[src/rtl/root_seq_ctrl.sv]
// Sequenced float16 nth-root: log2 via external PWL, restoring divide by n, pow2 via external PWL.
// Special operands and illegal orders bypass straight to the result state.
module root_seq_ctrl #(
  parameter logic [15:0] NAN_CODE = 16'h7E00
) (
  input  logic        clk,
  input  logic        rst,
  input  logic        in_valid,
  output logic        in_ready,
  input  logic [15:0] x_in,
  input  logic [2:0]  n_in,
  output logic        out_valid,
  input  logic        out_ready,
  output logic [15:0] y_out,
  output logic        err,
  output logic [13:0] log_x_o,
  input  logic [15:0] log_y_i,
  output logic [15:0] pow_x_o,
  input  logic [15:0] pow_y_i
);

  typedef enum logic [2:0] {StIdle, StLog, StDiv, StPow, StPack, StDone} state_e;

  state_e      state_q;
  logic [14:0] x_q;
  logic [2:0]  n_q;
  logic [15:0] dvd_q;
  logic [2:0]  rem_q;
  logic        neg_q;
  logic [4:0]  cnt_q;
  logic [3:0]  pi_q;
  logic [15:0] pow_y_q;
  logic [15:0] y_q;
  logic        err_q;
  logic        out_valid_q;

  logic        spec_hit, spec_err;
  logic [15:0] spec_y;
  logic [15:0] e_off, log_x, log_mag, q;
  logic [3:0]  rem_sh;
  logic        q_bit;
  logic [2:0]  rem_nx;
  logic signed [5:0] exp_o;
  logic [9:0]  mant;
  logic [15:0] pack_y;

  // Special-case decode on the raw request; the order check wins over everything.
  always_comb begin
    spec_hit = 1'b1;
    spec_err = 1'b0;
    spec_y   = NAN_CODE;
    if (n_in < 3'd2) begin
      spec_err = 1'b1;
    end else if (x_in[14:10] == 5'd0) begin
      spec_y = 16'h0000;
    end else if (x_in[14:10] == 5'd31 && x_in[9:0] != 10'd0) begin
      spec_y = NAN_CODE;
    end else if (x_in[15]) begin
      spec_err = 1'b1;
    end else if (x_in[14:10] == 5'd31) begin
      spec_y = 16'h7C00;
    end else begin
      spec_hit = 1'b0;
    end
  end

  always_comb begin
    log_x_o = (state_q == StLog) ? {2'b01, x_q[9:0], 2'b00} : 14'd0;
    e_off   = {11'b0, x_q[14:10]} - 16'd15;
    log_x   = log_y_i + {e_off[3:0], 12'b0};
    log_mag = log_x[15] ? (~log_x + 16'd1) : log_x;

    rem_sh = {rem_q, dvd_q[15]};
    q_bit  = rem_sh >= {1'b0, n_q};
    rem_nx = q_bit ? (rem_sh[2:0] - n_q) : rem_sh[2:0];

    // Floor division: a negative dividend with nonzero remainder rounds one further down.
    if (!neg_q)               q = dvd_q;
    else if (rem_q != 3'd0)   q = ~dvd_q;
    else                      q = ~dvd_q + 16'd1;
    pow_x_o = (state_q == StPow) ? {4'b0, q[11:0]} : 16'd0;

    exp_o = $signed({{2{pi_q[3]}}, pi_q}) + 6'sd15;
    if (pow_y_q < 16'd4096)       mant = 10'd0;
    else if (pow_y_q >= 16'd8192) mant = 10'h3FF;
    else                          mant = pow_y_q[11:2];
    if (exp_o < 6'sd1)       pack_y = 16'h0000;
    else if (exp_o > 6'sd30) pack_y = 16'h7C00;
    else                     pack_y = {1'b0, exp_o[4:0], mant};
  end

  assign in_ready  = (state_q == StIdle) && !rst;
  assign out_valid = out_valid_q;
  assign y_out     = y_q;
  assign err       = err_q;

  always_ff @(posedge clk or posedge rst) begin
    if (rst) begin
      state_q     <= StIdle;
      x_q         <= '0;
      n_q         <= '0;
      dvd_q       <= '0;
      rem_q       <= '0;
      neg_q       <= 1'b0;
      cnt_q       <= '0;
      pi_q        <= '0;
      pow_y_q     <= '0;
      y_q         <= '0;
      err_q       <= 1'b0;
      out_valid_q <= 1'b0;
    end else begin
      unique case (state_q)
        StIdle: begin
          if (in_valid) begin
            x_q <= x_in[14:0];
            n_q <= n_in;
            if (spec_hit) begin
              y_q         <= spec_y;
              err_q       <= spec_err;
              out_valid_q <= 1'b1;
              state_q     <= StDone;
            end else begin
              state_q <= StLog;
            end
          end
        end
        StLog: begin
          dvd_q   <= log_mag;
          neg_q   <= log_x[15];
          rem_q   <= '0;
          cnt_q   <= '0;
          state_q <= StDiv;
        end
        StDiv: begin
          dvd_q <= {dvd_q[14:0], q_bit};
          rem_q <= rem_nx;
          cnt_q <= cnt_q + 5'd1;
          if (cnt_q == 5'd15) state_q <= StPow;
        end
        StPow: begin
          pow_y_q <= pow_y_i;
          pi_q    <= q[15:12];
          state_q <= StPack;
        end
        StPack: begin
          y_q         <= pack_y;
          err_q       <= 1'b0;
          out_valid_q <= 1'b1;
          state_q     <= StDone;
        end
        StDone: begin
          if (out_ready) begin
            out_valid_q <= 1'b0;
            state_q     <= StIdle;
          end
        end
        default: state_q <= StIdle;
      endcase
    end
  end

endmodule

[config.mk]
export PLATFORM = sky130hd
export DESIGN_NAME = root_seq_ctrl
export DESIGN_NICKNAME = d
export VERILOG_FILES = /design/src/rtl/root_seq_ctrl.sv
export SDC_FILE = /design/constraint.sdc
export NUM_CORES = 1
export LEC_CHECK = 0
export ABC_CLOCK_PERIOD_IN_PS = 3500
export CORE_ASPECT_RATIO = 1.2
export CORE_UTILIZATION = 51
export DETAILED_ROUTE_END_ITERATION = 10
export PLACE_DENSITY = 0.81
export SETUP_SLACK_MARGIN = 0.1
export SYNTH_ARGS = -nofsm -noshare
export SYNTH_HDL_FRONTEND = slang
export SYNTH_SLANG_ARGS = --single-unit
[constraint.sdc]
create_clock -name clk -period 3.5 [get_ports clk]
set_clock_uncertainty 0.1 [all_clocks]
set_input_delay 0.7 -clock clk [delete_from_list [all_inputs] [get_ports clk]]
set_output_delay 0.7 -clock clk [all_outputs]
set_load 0.01 [all_outputs]
==> impl_metrics.toml <==
[layout]
layout-drive-gt1-share = 0.150
nFillCells = 697
post-route-util = 0.681
nets = 626
area_delta_synth_final_pct = 27.1
diodes = 0

[clock_tree]
ctsHoldBuffers = 0
cts_tree = "yes"
cts_root_buf = "clkbuf_8"
clk_latency_ps = 370
cts_made_buffers = 9
clkSlewWorstSetupHoldPaths_ps = 90
cts.htree.levels = 3
cts_sinks = 80
clk_path_buf_depth = 2

[logic_synthesis]
synth_edf_count = 0
yosysMostFrequentCell = "dfrtp_1"
synthArstFlopShare = 1.00
synthCells = 465
synth_area_per_cell_um2 = 10.0
ys.flop_type = "dfrtp_1"
synth_cell_type_count = 56
synth_common_cells = "80 x dfrtp_1, 43 x nand2_1, 40 x nor2_1"
yosysTopAreaCell = "dfrtp_1"
seq_area_frac_synth = 0.429
yosysWarnings = 0
yosysTopAreaCellShare = 0.429
synth_seq_cells = 80
synth.cell_area_um2 = 4660
yosys-top-cells-area = "dfrtp_1 43%, mux2_2 8.7%, ha_1 3.5%, nand2_1 3.5%, mux2i_1 3.2%"

[sta]
setup_viol = 0
max_freq_ghz = 0.304
period_minus_slack_ps = 3290
slew_violations = 0
relSlewSlack = 0.234
worst_slew_pin_slew_ps = 1140
rsz0062_at_grt = "false"
timing.final.crit_share = 0.939
setup-tns-final_ps = 0
final_hold_viol_count = 0

[detailed_routing]
drtIter0Drc = 199
num_vias = 3913
wl_um = 11100
wl_per_cell_um = 16.3
ant_nets = 0
firstDrtPassIters = 7
post-route-drc-count = 0
vias_per_cell = 5.77

[global_routing]
grt.total_usage = 0.243
grt_pass1_vias = 3881
gr-total-overflow = 0
grt_pass1_wl_um = 17800
antenna_found_initial = 0
grt_max_degree = 41

[die]
row_count = 37
coreArea_um2 = 8700
dieArea_um2 = 9530
die_width_um = 89.3
start_util = 0.536
io_pins = 104
die_h_um = 107

[placed_design]
gp_congestion = 0.886
port_buffers = 93
dp_hpwl_um = 8130

[worst_setup_path]
critPathMaxStageDelay_ps = 560
start_kind = "flop"
cp_data_required_time_ps = 2700
crit_type = "flop to output pin"
end_kind = "output pin"
critPathMaxFanout = 4
worstPathArrival_ps = 2490
crit_chain = "nor4_4 -> nand4_1 -> o21ai_0 -> xor2_1 -> nor2_1 -> clkdlybuf4s50_1"
critPathSlowestCell = "clkdlybuf4s50_1"

[hold_path]
hold_path.class = "flop to flop"

[power_and_ir_drop]
leakagePower_uw = 0.00251
powerDensity_nw_per_um2 = 896
ir_drop_mv = 0.895

[run]
max_cap_viol_count = 0

[run_status]
status = "completed"
path summary, 6_finish.rpt:
kind	startpoint	end	slack (ps)	depth (start not counted)
worst max register to register	x_q[10]$_DFFE_PP0P_	dvd_q[3]$_DFFE_PP0P_	740	7
worst min-delay path	y_out[4]$_DFFE_PP0P_	y_out[4]$_DFFE_PP0P_	390	1
worst min register to register	y_out[4]$_DFFE_PP0P_	y_out[4]$_DFFE_PP0P_	390	1
min in group asynchronous	rst	pow_y_q[5]$_DFFE_PP0P_	520	2
max in group asynchronous	rst	dvd_q[3]$_DFFE_PP0P_	1950	3
worst max-delay path	rem_q[2]$_DFFE_PP0P_	pow_x_o[11]	210	6
sequential cells by signal, summed over array words and instances (netlist names):
signal	cells
state_q	3
cnt_q	5
dvd_q	16
err	1
rem_q	3
y_out	15
pi_q	4
n_q	3
out_valid	1
pow_y_q	14
neg_q	1
x_q	14
cells by family after synthesis:
group                    synth area share
other                            0.000804
multiplexers                        0.119
buffers and inverters              0.0542
adder cells (fa/ha/maj)            0.0435
flip-flops                          0.429
XOR/XNOR                           0.0448
AND/OR/NAND/NOR                     0.183
AO/OA/AOI/OAI                       0.125
cell type report:
cell class	instances	area [µm²]	area share
multi-input cells	342	2460	0.416
flip-flops and latches	80	2000	0.338
repair buffers	106	1030	0.174
well taps	117	146	0.0247
clock buffers	10	128	0.0215
clock inverters	6	92.6	0.0156
inverters	17	63.8	0.0108
per-layer routing:
metal  up-vias  global-route usage  wire [µm]
met2       147               0.420       5630
li1       1830                   -          -
met3        17              0.0393        655
met1      1919               0.295       4610
met4         0               0.103        178
met5         -                   0          0
cells in the final DEF, fill, tap and decap left out, types with 4 or more instances in the layout:
| cell | Yosys | layout |
|---|---|---|
| a21oi_1 | 6 | 6 |
| a222oi_1 | 11 | 11 |
| and2_1 | 19 | 19 |
| buf_4 | 9 | 13 |
| clkbuf_8 | 0 | 9 |
| clkdlybuf4s50_1 | 0 | 93 |
| conb_1 | 1 | 8 |
| dfrtp_1 | 80 | 78 |
| ha_1 | 13 | 13 |
| inv_1 | 17 | 16 |
| mux2_2 | 36 | 36 |
| mux2i_1 | 15 | 15 |
| nand2_1 | 43 | 43 |
| nand3_1 | 6 | 6 |
| nand4_1 | 4 | 4 |
| nor2_1 | 40 | 40 |
| nor3_1 | 15 | 15 |
| nor4_1 | 8 | 8 |
| o21ai_0 | 24 | 24 |
| o2bb2ai_1 | 10 | 10 |
| o31ai_1 | 5 | 5 |
| or3_1 | 6 | 6 |
| xnor2_1 | 6 | 6 |
| xor2_1 | 16 | 16 |
stage by stage:
stage | power (µW) | area, µm² | instances | hold WS (ps) | worst slack [ps]
2_1_floorplan | 3690 | 4690 | 472 | 349 | 648
3_3_place_gp | 4390 | 5670 | 660 | 371 | 360
3_5_place_dp | 4510 | 5670 | 660 | 373 | 295
4_1_cts | 5290 | 5890 | 676 | 399 | 122
5_1_grt | 5670 | 5930 | 678 | 415 | 120
6_report | 5310 | 5930 | 678 | 395 | 212
power breakdown:
group,internal [µW],leakage (µW),switching [µW]
sequential,1360,0.000965,435
combinational,1400,0.00144,1350
clock,406,0.000103,363
total,3170,0.00251,2140
critical path: cells and delay by family (launching register included):
| family | cells | cell delay, ps |
|---|---|---|
| xor+xnor | 1 | 100 |
| buf+inv | 1 | 560 |
| compound gates | 1 | 250 |
| simple gates | 3 | 760 |
| flops | 1 | 450 |
timing repair:
item / in CTS / in global routing
gates resized for setup: 0 / 4
buffers inserted: 0 / 2
setup endpoints to repair: 0 / 3
No activity file was read; power rests on OpenSTA's default activity.
